**src/rtl/ring_noc_pkg.sv**
```systemverilog
// Shared types and constants for the 3-port ring router.
// Port count, port-index type and output FSM states.
package ring_noc_pkg;

  localparam int NPORTS = 3;
  localparam int PW     = 2;

  typedef logic [PW-1:0] port_t;

  typedef enum logic {
    IDLE   = 1'b0,
    LOCKED = 1'b1
  } ostate_e;

  // Next port around the ring; wraps by compare, not by overflow.
  function automatic port_t port_inc(port_t p);
    if (p == port_t'(NPORTS - 1)) return '0;
    return p + port_t'(1);
  endfunction

endpackage

```
**src/rtl/rr_arbiter.sv**
```systemverilog
// Round-robin pick among requesters, starting at ptr.
// Purely combinational; one-hot grant plus encoded index.
module rr_arbiter
  import ring_noc_pkg::*;
(
  input  logic [NPORTS-1:0] req,
  input  port_t             ptr,
  output logic [NPORTS-1:0] gnt,
  output port_t             idx
);

  port_t cand;
  logic  found;

  // Walk the ring from ptr and take the first requester seen.
  always_comb begin
    gnt   = '0;
    idx   = '0;
    found = 1'b0;
    if ({1'b0, ptr} < (PW+1)'(NPORTS)) cand = ptr;
    else cand = '0;
    for (int k = 0; k < NPORTS; k++) begin
      if (!found && req[cand]) begin
        gnt[cand] = 1'b1;
        idx       = cand;
        found     = 1'b1;
      end
      cand = port_inc(cand);
    end
  end

endmodule

```
**src/rtl/ring_switch_allocator.sv**
```systemverilog
// Wormhole switch allocator: per-output round-robin
// arbitration, then lock to the winner until its tail.
module ring_switch_allocator
  import ring_noc_pkg::*;
(
  input  logic                 clk,
  input  logic                 rst,
  input  logic [NPORTS-1:0]    in_valid,
  input  logic [NPORTS*PW-1:0] in_dest,
  input  logic [NPORTS-1:0]    in_tail,
  input  logic [NPORTS-1:0]    out_ready,
  output logic [NPORTS-1:0]    in_pop,
  output logic [NPORTS*PW-1:0] xbar_sel,
  output logic [NPORTS-1:0]    out_valid,
  output logic                 err_bad_dest
);

  ostate_e           state_q [NPORTS];
  ostate_e           state_d [NPORTS];
  port_t             owner_q [NPORTS];
  port_t             owner_d [NPORTS];
  port_t             ptr_q   [NPORTS];
  port_t             ptr_d   [NPORTS];
  logic [NPORTS-1:0] inlock_q, inlock_d;
  logic              err_q, err_d;

  logic [NPORTS-1:0] req [NPORTS];
  logic [NPORTS-1:0] gnt [NPORTS];
  port_t             win [NPORTS];
  logic [NPORTS-1:0] bad;
  port_t             dest;

  // Split unlocked heads by destination; catch out-of-range ones.
  always_comb begin
    bad  = '0;
    dest = '0;
    for (int o = 0; o < NPORTS; o++) req[o] = '0;
    for (int i = 0; i < NPORTS; i++) begin
      dest = in_dest[i*PW +: PW];
      if (in_valid[i] && !inlock_q[i]) begin
        if ({1'b0, dest} >= (PW+1)'(NPORTS)) bad[i] = 1'b1;
        for (int o = 0; o < NPORTS; o++)
          if (dest == port_t'(o)) req[o][i] = 1'b1;
      end
    end
  end

  for (genvar o = 0; o < NPORTS; o++) begin : g_arb
    rr_arbiter u_arb (
      .req (req[o]),
      .ptr (ptr_q[o]),
      .gnt (gnt[o]),
      .idx (win[o])
    );
  end

  // Locked outputs steer the crossbar and pop their owner.
  always_comb begin
    in_pop    = '0;
    out_valid = '0;
    xbar_sel  = '0;
    for (int o = 0; o < NPORTS; o++) begin
      xbar_sel[o*PW +: PW] = owner_q[o];
      if (state_q[o] == LOCKED) begin
        out_valid[o] = in_valid[owner_q[o]] & out_ready[o];
        in_pop[owner_q[o]] = in_pop[owner_q[o]] | out_valid[o];
      end
    end
  end

  // Output FSMs: claim a winner in IDLE, release on tail pop.
  always_comb begin
    inlock_d = inlock_q;
    err_d    = err_q | (|bad);
    for (int o = 0; o < NPORTS; o++) begin
      state_d[o] = state_q[o];
      owner_d[o] = owner_q[o];
      ptr_d[o]   = ptr_q[o];
      unique case (state_q[o])
        IDLE: begin
          if (|req[o]) begin
            state_d[o] = LOCKED;
            owner_d[o] = win[o];
            inlock_d   = inlock_d | gnt[o];
          end
        end
        LOCKED: begin
          if (out_valid[o] && in_tail[owner_q[o]]) begin
            state_d[o]          = IDLE;
            inlock_d[owner_q[o]] = 1'b0;
            ptr_d[o]            = port_inc(owner_q[o]);
          end
        end
        default: ;
      endcase
    end
  end

  // State registers; reset abandons any packet in flight.
  always_ff @(posedge clk or posedge rst) begin
    if (rst) begin
      for (int o = 0; o < NPORTS; o++) begin
        state_q[o] <= IDLE;
        owner_q[o] <= '0;
        ptr_q[o]   <= '0;
      end
      inlock_q <= '0;
      err_q    <= 1'b0;
    end else begin
      for (int o = 0; o < NPORTS; o++) begin
        state_q[o] <= state_d[o];
        owner_q[o] <= owner_d[o];
        ptr_q[o]   <= ptr_d[o];
      end
      inlock_q <= inlock_d;
      err_q    <= err_d;
    end
  end

  assign err_bad_dest = err_q;

endmodule

```
**config.mk**
```make
export PLATFORM = sky130hd
export DESIGN_NAME = ring_switch_allocator
export DESIGN_NICKNAME = d
export VERILOG_FILES = /design/src/rtl/ring_noc_pkg.sv /design/src/rtl/rr_arbiter.sv /design/src/rtl/ring_switch_allocator.sv
export SDC_FILE = /design/constraint.sdc
export NUM_CORES = 1
export LEC_CHECK = 0
export CORE_MARGIN = 2
export CORE_UTILIZATION = 30
export CTS_BUF_LIST = sky130_fd_sc_hd__clkbuf_4
export DETAILED_ROUTE_END_ITERATION = 16
export SETUP_SLACK_MARGIN = 0.05
export SLEW_MARGIN = 10
export SYNTH_ARGS = -nofsm -noshare
export SYNTH_HDL_FRONTEND = slang
export SYNTH_SLANG_ARGS = --single-unit
```
**constraint.sdc**
```tcl
create_clock -name clk -period 5.4 [get_ports clk]
set_input_delay 1.08 -clock clk [delete_from_list [all_inputs] [get_ports clk]]
set_output_delay 1.08 -clock clk [all_outputs]
set_load 0.02 [all_outputs]
```
==> out/metrics.cfg, run 1 <==
[clock_network]
cts_hold_buf = 0
clock-sinks = 19
cts_tree = built
cts_buffers = 3
clk_pin_slew_worst_paths_ns = 0.12
h-tree-depth = 1
cts_resized = 0
cts_buffer_depth = 2
clkLatencyLatePin_ns = 0.30
postCtsSetupBuffers = 0
root_buffer = clkbuf_4

[sta]
period_share = 0.753
rsz0062_at_grt = no
slew_headroom = 0.471
hold_violations = 0
setup_viol = 0
skew_ns = 0.000783
report.final.slew_viol_count = 0
max_freq_mhz = 246
tightest_slew_ns = 0.787
min_period_ns = 4.07
tns_ns = 0

[hold_path]
hold_class = reg2reg
hp-start = ptr_q[0]

[setup_path]
crit_top_cell = clkdlybuf4s50_1
crit_chain = clkdlybuf4s50_1 -> mux2i_1 -> o22a_1 -> nor2_1 -> clkdlybuf4s50_1
worstSetupPathType = in2out
required_ns = 4.32
max_stage_delay_ns = 0.74
end_kind = output pin
crit_path_top_delay_cell = clkdlybuf4s50_1
r2r_start = ptr_q[4]
critical_path.top_delay_family = buffers and inverters
worstSetupStartpoint = in_valid[0]
worstSetupStartpointType = input pin
cp_num_buf_inv = 2
arrival_ns = 2.99
crit_path_max_fanout = 11

[synth]
synth_cells = 224
syn_area_per_cell_sq_um = 8.45
async_flop_share = 1.00
synthSimpleGateAreaFrac = 0.299
synth.yosys.seq_area_share = 0.251
synthAdderAreaFrac = 0.0582
ys_seq_elements = 19
synth_xor_area_frac = 0
synth_edf_count = 0
synth_top_family_by_area = simple AND/OR/NAND/NOR gates
muxShareOfSynthArea = 0.0430
ys_types = 65
synth_ff_type = dfrtp_1
netlist_area_sq_mm = 0.00189
ys_warn_count = 0
synth.net_count = 249
synth-compound-area-share = 0.286

[power_and_ir_drop]
power.total_mw = 1.04
power_density_mw_per_mm2 = 461
vdd_ir_drop_max_mv = 0.216
power_leakage_nw = 0.824

[placed_design]
post_dp_cell_area_sq_mm = 0.00222
dp_hpwl_mm = 4.02
place_inst = 317
routabilityCongestion = 0.911
portBuffers = 29

[drt]
vias = 1834
routed_via_density = 5.71
dr.first_iter.drc_count = 130
ant_nets = 0
drc = 0
wl_per_cell_microns = 16.2
totalWireLength_mm = 5.21
drtPass1Iterations = 4

[global_routing]
grt_pass1_wl_mm = 8.37
overflow = 0
grt_max_degree = 20
grtUsageTotal = 0.146
grt_pass1_vias = 1683
antenna_found_initial = 0

[floorplan]
dieHeight_microns = 83.4
fp.dieW_microns = 83.4
core_area_sq_mm = 0.00603
initial_utilization = 0.314
io_pins = 30
die-area_sq_mm = 0.00696
rows = 28

[cells_and_area]
stdcell_area_sq_mm = 0.00225
diodes = 0
stdcell_count = 321
nNetsFinal = 272
area.growth.synth_to_final_pct = 18.8
fillerInstances = 627
drive_above_1_share = 0.0813

[outcome]
status = completed

[run]
drv_cap = 0

-- through the flow --
stage,hold WS (ns),setup WS [ns],utilization
3_5_place_dp,0.499,1.35,0.369
3_3_place_gp,0.503,1.38,0.369
5_1_grt,0.562,1.26,0.373
4_1_cts,0.539,1.35,0.373
6_report,0.536,1.33,0.373
2_1_floorplan,0.476,2.45,-
-- where the power goes --
part | internal [mW] | switching, mW
clock network | 0.0276 | 0.0492
logic | 0.303 | 0.343
registers | 0.203 | 0.112
-- path summary, 6_finish.rpt --
check,to,slack [ns],depth (start not counted)
max,out_valid[2],1.33,5
min in group asynchronous,xbar_sel[1],1.19,2
max in group asynchronous,inlock_q[0],3.74,2
min,ptr_q[0],0.54,1
min reg2reg,ptr_q[0],0.54,1
max reg2reg,inlock_q[0],3.28,7
-- state kept, by name, indices dropped and copies added, names as in the netlist --
register and count:
state_q 3, xbar_sel 6, inlock_q 3, ptr_q 6
err_bad_dest 1
-- logic make-up after synthesis --
kind of cell / after synthesis
mux: 8
compound gates: 73
fa+ha+maj: 9
flops: 19
simple gates: 87
buf+inv: 28
-- cell type report --
type	count	area [sq um]	share of cell area
clock buffer	3	22.5	0.0100
inverter	17	63.8	0.0284
multi-input combinational	177	1300	0.577
clock inverter	1	5.00	0.00223
timing repair buffer	29	290	0.129
tap	75	93.8	0.0417
sequential	19	475	0.211
-- cell usage in the layout (no fill, tap or decap), drive strengths merged, types with 2 or more instances in the layout --
cell / synthesis / layout
clkdlybuf4s50: 0 / 29
nand2: 22 / 22
dfrtp: 19 / 19
inv: 17 / 17
o21ai: 16 / 16
nor2: 12 / 12
a21oi: 9 / 9
a21o: 8 / 8
ha: 8 / 8
mux2i: 7 / 7
nor3: 6 / 6
nor2b: 6 / 6
nand4b: 6 / 6
nor4: 5 / 5
nand3: 5 / 5
nand2b: 5 / 5
o22ai: 4 / 4
nand4bb: 4 / 4
a31oi: 4 / 4
nor4b: 4 / 4
o2111ai: 3 / 3
a211oi: 3 / 3
clkbuf: 5 / 3
and4bb: 3 / 3
or4b: 3 / 3
o211ai: 3 / 3
o311ai: 3 / 3
a22oi: 2 / 2
o22a: 2 / 2
nand4: 2 / 2
o2bb2ai: 2 / 2
a21boi: 2 / 2
-- cells in the mapped netlist (all sizes together) (2+ instances only) --
master    n  share of area
nand2b    5          0.017
nor2b     6          0.020
a21o      8          0.032
a31oi     4          0.021
nand3     5          0.013
nor4      5          0.017
o2bb2ai   2         0.0093
a22oi     2         0.0079
o22ai     4          0.013
o311ai    3          0.018
nor2     12          0.025
o211ai    3          0.015
inv      17          0.034
nor4b     4          0.033
ha        8          0.053
o2111ai   3          0.014
clkbuf    5         0.0099
nand4     2         0.0066
nand4bb   4          0.024
nand2    22          0.044
a21oi     9          0.024
nor3      6          0.016
dfrtp    19           0.25
o22a      2         0.0093
a21boi    2         0.0079
and4bb    3          0.020
or4b      3          0.020
mux2i     7          0.037
a211oi    3          0.012
o21ai    16          0.044
nand4b    6          0.028
buf       6          0.020
-- worst reg2reg max path, cell delays in order (launching register included) --
cell and delay (ns):
dfrtp_1 0.42, inv_1 0.08, ha_1 0.43, or2_2 0.34, a41oi_1 0.19, o311ai_0 0.20, o211ai_2 0.23, o311ai_2 0.12
-- per-layer routing --
layer	up-vias	GRT usage	routed length, microns	part of all wire
met1	870	0.208	2570	0.49
met4	0	0.0499	76	0.015
met5	-	0	0	0
met2	58	0.224	2300	0.44
li1	901	-	-	-
met3	5	0.0209	258	0.050
No activity file was read; power rests on OpenSTA's default activity.
==> run 2, diff against run 1 <==
clock period = 4.05 ns   (was 5.4 ns; I/O delays follow)
==> out/metrics.cfg, run 2 (same netlist as run 1, synthesis figures left out) <==
[setup_path]
required_ns = 3.24  ; -1.08 ns
end_kind = output pin
worstSetupPathType = in2out
r2r_start = ptr_q[4]
worstSetupStartpoint = in_valid[2]
worstSetupStartpointType = input pin
arrival_ns = 2.66  ; -0.33 ns
crit_path_max_fanout = 10  ; -1
r2r_setup_slack_ns = 1.95  ; -1.33 ns

[clock_network]
h-tree-depth = 1  ; unchanged
cts_tree = built
root_buffer = clkbuf_4
cts_buffer_depth = 2  ; unchanged
cts_resized = 0  ; unchanged
cts_hold_buf = 0  ; unchanged
cts_buffers = 3  ; unchanged
postCtsSetupBuffers = 0  ; unchanged
clkLatencyLatePin_ns = 0.30  ; about the same
clk_pin_slew_worst_paths_ns = 0.12  ; about the same
clock-sinks = 19  ; unchanged

[cells_and_area]
drive_above_1_share = 0.0887  ; +0.00741
final_common_cell = clkdlybuf4s50_1
area.growth.synth_to_final_pct = 19.6
final_cell_mix = 29 x clkdlybuf4s50_1, 22 x nand2_1, 19 x dfrtp_1
nNetsFinal = 274  ; +0.74%
diodes = 0  ; unchanged
stdcell_count = 323  ; +0.62%

[hold_path]
hold_class = reg2reg
hp-start = ptr_q[0]

[drt]
drtPass1Iterations = 4  ; unchanged
drc = 0  ; unchanged
ant_nets = 0  ; unchanged
dr.first_iter.drc_count = 146  ; +12%
routed_via_density = 5.78  ; +1.1%
wl_per_cell_microns = 16.5  ; +1.9%
vias = 1866  ; +1.7%
totalWireLength_mm = 5.34  ; +2.5%

[outcome]
status = completed

[power_and_ir_drop]
power.switching_mw = 0.683  ; +35%
internal_power_mw = 0.712  ; +34%
power_leakage_nw = 0.833  ; +1.2%
vdd_ir_drop_max_mv = 0.275  ; +27%
p_comb_frac = 0.622  ; about the same
power_frac_clock = 0.073  ; about the same
power_density_mw_per_mm2 = 616  ; +34%
p_seq_frac = 0.305  ; about the same
switching_share = 0.490  ; +0.00329

[global_routing]
grtUsageTotal = 0.149  ; +0.00340
grt_pass1_wl_mm = 8.47  ; +1.2%
antenna_found_initial = 0  ; unchanged
overflow = 0  ; unchanged
grt_max_degree = 20  ; unchanged
grt_pass1_vias = 1689  ; +0.36%

[sta]
slew_headroom = 0.451  ; -0.0199
skew_ns = 0.00296  ; +0.00218 ns
report.final.slew_viol_count = 0  ; unchanged
setup_viol = 0  ; unchanged
rsz0062_at_grt = no
min_period_ns = 3.47
hold_violations = 0  ; unchanged
max_freq_mhz = 288
tns_ns = 0  ; unchanged
tightest_slew_ns = 0.816  ; +0.0296 ns
period_share = 0.856

[run]
drv_cap = 0  ; unchanged

[placed_design]
routabilityCongestion = 0.895  ; -1.7%
portBuffers = 29  ; unchanged
place_inst = 319  ; +0.63%
dp_hpwl_mm = 4.16  ; +3.6%

[floorplan]
initial_utilization = 0.314  ; unchanged
core_area_sq_mm = 0.00603  ; unchanged
die-area_sq_mm = 0.00696  ; unchanged
fp.dieW_microns = 83.4  ; unchanged
dieHeight_microns = 83.4  ; unchanged
rows = 28  ; unchanged
io_pins = 30  ; unchanged

## run 2: cell count changes in the layout (fill, tap and decap cells not counted), sizes merged
cell,change
buf,+2
## run 2: area by class of cell
class / instances / area (sq um)
fillers: 628 / 3760
multi-input cells: 177 / 1300
flip-flops and latches: 19 / 475
repair buffers: 31 / 305
well taps: 75 / 93.8
inverters: 17 / 63.8
clock buffers: 3 / 22.5
clock inverters: 1 / 5.00
## run 2: path summary, 6_finish.rpt
path / to / depth (start not counted)
max: out_valid[0] / 5
min: ptr_q[0] / 1
max reg2reg: inlock_q[0] / 7
min reg2reg: ptr_q[0] / 1
max in group asynchronous: state_q[1] / 2
min in group asynchronous: xbar_sel[1] / 2
## run 2: critical path: stages
cell	delay, ns
clkdlybuf4s50_1	0.66
mux2i_1	0.12
o21ai_0	0.23
nor2b_1	0.21
clkdlybuf4s50_1	0.62
## run 2: stage by stage
step                      worst slack (ns)  instance area [sq um]  hold WS (ns)   util  power [mW]
after floorplan                       1.64                   1890         0.476      -        1.04
after global placement               0.664                   2240         0.503  0.371        1.27
after detailed placement             0.625                   2240         0.482  0.371        1.28
final                                0.582                   2260         0.532  0.376        1.39
after global routing                 0.508                   2260         0.553  0.376        1.51
after CTS                            0.611                   2260         0.524  0.376        1.39
## run 2: routing by layer
| layer | up-vias | GRT usage | routed length, microns |
|---|---|---|---|
| met1 | 903 | 0.212 | 2630 |
| li1 | 902 | - | - |
| met2 | 57 | 0.236 | 2400 |
| met4 | 0 | 0.0367 | 42 |
| met3 | 4 | 0.0239 | 262 |
| met5 | - | 0 | 0 |
## run 2: power by group through the flow
stage / Clock (mW) / Combinational (mW) / Sequential [mW]
after global placement: 0 / 0.853 / 0.421
after global routing: 0.113 / 0.958 / 0.444
after CTS: 0.104 / 0.863 / 0.421
after detailed placement: 0 / 0.858 / 0.424
after floorplan: 0 / 0.669 / 0.373
final: 0.102 / 0.867 / 0.425
==> RTL edit 1, RTL diff (config.mk and constraints of run 2) <==
Make the reset (`rst`) synchronous in one clocked block.
--- a/src/rtl/ring_switch_allocator.sv
+++ b/src/rtl/ring_switch_allocator.sv
@@ -98,5 +98,5 @@
 
   // State registers; reset abandons any packet in flight.
-  always_ff @(posedge clk or posedge rst) begin
+  always_ff @(posedge clk) begin
     if (rst) begin
       for (int o = 0; o < NPORTS; o++) begin
Function: differs if rst is asserted again (counterexample within 4 cycles, from zero or initial values and one cycle with rst high); with rst held inactive, the same outputs for 4 cycles.
==> RTL edit 1 against run 2 <==
Die area shrank 2.5%. Setup slack lost 0.29 ns. Routed wire length grew 3.4%. Sequential cell count is the same. Maximum frequency shrank 7.8%. Synthesized area shrank 2.6%. First-iteration DRC count shrank 5.5%. Via count grew 8.0%. Sequential share of layout area shrank 4.0 points. Cell area shrank 0.94%. Global-route usage grew 2.1 points. Hold slack lost 0.040 ns.
Power is not compared: it rests on default switching activity, and its combinational part moved more than twofold at a synthesized area within 25%.
==> RTL edit 1: results (changes against run 2) <==
status=completed; Via Count=2016 (+8.0%); crit-path max FO=8 (-2); syn nets=278 (+12%); number of vias per cell=5.744 (-0.58%); Critical Path AT=2.95 ns (+0.29 ns); drt wl/cell=15.73 µm (-4.8%); initial DRC count=138 (-5.5%); WL met1=2760 µm (+4.8%); first-pass GRT wire length=8873 µm (+4.7%); routed wire length on met3=315 µm (+20%); placed insts=347 (+8.8%); origin of the worst setup path=in_valid[1]; sequential share of the synthesized area=20.64% (-4.5 points); HP Start=ptr_q[0][5]; headroom to the max-slew limit=49.11% (+4.0 points); Syn Area/Cell=7.343 µm² (-13%); fmax=265.9 MHz (-7.8%); Placed Area=0.002215 mm² (-0.95%); top post-synthesis cells by count=26 x nand2_1, 25 x a21oi_1, 23 x nor2_1, 19 x dfxtp_1, 11 x inv_1; metal2 WL=2410 µm (+0.33%); gp weighted congestion=0.9893 (+10%); IO buf count=29 (unchanged); ys flop type=dfxtp_1; dpl ws=0.3351 ns (-0.2902 ns); vias in the first global route=1902 (+13%); share of cells above drive strength 1=4.710% (-4.2 points); Hold WS=0.4919 ns (-0.03999 ns); clock skew=0.007590 ns (+0.004630 ns)
[RTL edit 1: cell count changes after synthesis, moves of 4 or more]
cell,run 2,this run
dfrtp_1,19,0
and3_1,0,4
clkbuf_1,5,10
nand3_1,5,9
inv_1,17,11
nand2_1,22,26
dfxtp_1,0,19
nor2_1,11,23
a21oi_1,9,25
nor3b_1,0,4
a21o_1,8,1
nand4b_1,6,1
a2bb2oi_1,0,4
[RTL edit 1: power groups by stage]
stage / Sequential [mW] / Clock [mW] / Combinational [mW]
2_1_floorplan: 0.222 / 0 / 0.102
3_3_place_gp: 0.226 / 0 / 0.165
3_5_place_dp: 0.226 / 0 / 0.166
4_1_cts: 0.221 / 0.105 / 0.167
5_1_grt: 0.225 / 0.113 / 0.183
6_report: 0.222 / 0.102 / 0.168
[RTL edit 1: worst paths after layout]
check / cells past startpoint / to
worst max register to register: 7 / inlock_q[0]
worst min-delay path: 2 / ptr_q[0][5]
worst max-delay path: 8 / in_pop[0]
worst min register to register: 2 / ptr_q[0][5]
[RTL edit 1: critical path: stages]
cell	delay [ns]
clkdlybuf4s50_1	0.67
mux2i_1	0.13
a2bb2oi_1	0.15
nor2_1	0.24
a22o_1	0.17
nand3_1	0.07
nand2_1	0.10
clkdlybuf4s50_1	0.60
[RTL edit 1: cells by family after synthesis]
group | synth area share, %
AO/OA/AOI/OAI | 27.50
XOR/XNOR | 0.4753
adder cells (fa/ha/maj) | 7.332
buffers and inverters | 5.159
flip-flops | 20.64
multiplexers | 5.567
AND/OR/NAND/NOR | 33.33
[RTL edit 1: layer usage]
layer	up-vias	track usage (%)
li1	992	-
met1	953	23.86
met2	67	27.50
met3	4	2.391
met4	0	3.500
met5	-	0
[RTL edit 1: final cells by class]
type                       count  area (µm²)
fill                         647        3679
multi-input combinational    207        1368
clock buffer                   3       22.52
clock inverter                 1       5.005
inverter                      12       45.04
sequential                    19       380.4
timing repair buffer          34       327.8
tap                           75       93.84
==> RTL edit 2, RTL diff (flow settings as in run 2) <==
Without the edit above. `PW`: 2 -> 4.
--- a/src/rtl/ring_noc_pkg.sv
+++ b/src/rtl/ring_noc_pkg.sv
@@ -4,5 +4,5 @@
 
   localparam int NPORTS = 3;
-  localparam int PW     = 2;
+  localparam int PW     = 4;
 
   typedef logic [PW-1:0] port_t;
Interface: changed (resized in_dest and xbar_sel); port bits go from 30 to 42. No check against the original RTL was run, so the function may have changed too.
==> RTL edit 2 against run 2 <==
Cell area up 17%. Setup slack got worse by 0.12 ns. Synthesized area up 9.1%. Routed wire length rose by 11%. Cell count increased by 11%. Sequential share of layout area up 8.2 points. Global-route usage grew 1.5 points. Critical path type unchanged. Sequential cell count is 12 higher. Largest cell class unchanged. Total power decreased by 1.7%.
==> RTL edit 2: results (changes against run 2) <==
Worst Hold Path EP=err_bad_dest; Yosys cell types=47 (-28%); PnR Total Power=1.370 mW (-1.7%); reg2reg setup slack=1.80 ns (-0.15 ns); Post-Synth Adder-Cell Area=0% (-5.8 points); dpl ws=0.4883 ns (-0.1370 ns); Area contributors post-synth=dfrtp_1 38%, mux2_2 4.9%, nand2_1 4.5%; Worst Reg-to-Reg Cells=5 (-2); Critical Path AT=2.77 ns (+0.11 ns); count leader, synth=dfrtp_1; worst r2r src=inlock_q[2]; Hold Path Stages=1 (unchanged); origin of the worst setup path=out_ready[1]; Final period util=88.52% (+2.9 points); clock skew=0.006061 ns (+0.003101 ns); headroom to the max-slew limit=37.69% (-7.4 points); Setup crit end=in_pop[2]; number of vias per cell=5.652 (-2.2%); post-synthesis mux area share=6.844% (+2.5 points); sequential share of the synthesized area=37.55% (+12 points); Clock Latency Late Sink=0.35 ns (+0.05 ns); IO buf count=41 (+41%); number of fill cells=673 (+7.2%); total track usage=16.37% (+1.5 points); Syn Area/Cell=8.828 µm² (+4.5%); crit-path max FO=4 (-6); Seq power=569 µW (+34%); P_int=810.4 µW (+14%); top post-synthesis cells by count=31 x dfrtp_1, 25 x nand2_1, 14 x o21ai_0, 11 x inv_1, 11 x nor2b_1; Peak VDD IR=0.0002405 V (-12%); cell leakage power=1.070 nW (+28%); Hold WS=0.4999 ns (-0.03194 ns); Compound-Gate Fraction of Synth Area=17.57% (-11 points); initial DRC count=181 (+24%); synth warn=0 (unchanged); Comb group=554 µW (-36%); Crit Reg-Reg Endpoint=xbar_sel[0]; drt wl/cell=16.52 µm (about the same); nets@finish=301 (+9.9%); placed insts=351 (+10%); first-pass GRT wire length=9563 µm (+13%); largest net degree at the start of global routing=24 (+20%); pwr/cell area=516.5 mW/mm² (-16%); Reg clk slew, reported paths=0.10 ns (-0.02 ns); Non-Filler Instances=359 (+11%); status=completed; H-tree depth=2 (+1); syn nets=257 (+3.2%); Placed Area=0.002576 mm² (+15%); CTS Buf Count=5 (+2)
[RTL edit 2: cell types whose count changed in the layout (fill, tap and decap cells not counted), sizes merged, moves of 4 or more]
cell,change
a21o,-4
clkdlybuf4s50,+12
dfrtp,+12
ha,-8
inv,-6
mux2,+8
nand3,+4
nand4b,-5
nand4bb,-4
nor2,-4
nor2b,+5
or3,+4
xnor2,+5
[RTL edit 2: final cells by class]
| class | count | area share (%) |
|---|---|---|
| multi-input cells | 184 | 45.94 |
| flip-flops and latches | 31 | 29.25 |
| repair buffers | 45 | 16.60 |
| well taps | 80 | 3.774 |
| inverters | 11 | 1.557 |
| clock inverters | 3 | 1.462 |
| clock buffers | 5 | 1.415 |
[RTL edit 2: metal layers]
layer | up-vias | part of all wire [%] | GRT usage (%)
met5 | - | 0 | 0
met2 | 77 | 44 | 24.57
met4 | 0 | 1.9 | 5.398
li1 | 968 | - | -
met1 | 971 | 48 | 23.43
met3 | 13 | 6.9 | 3.318
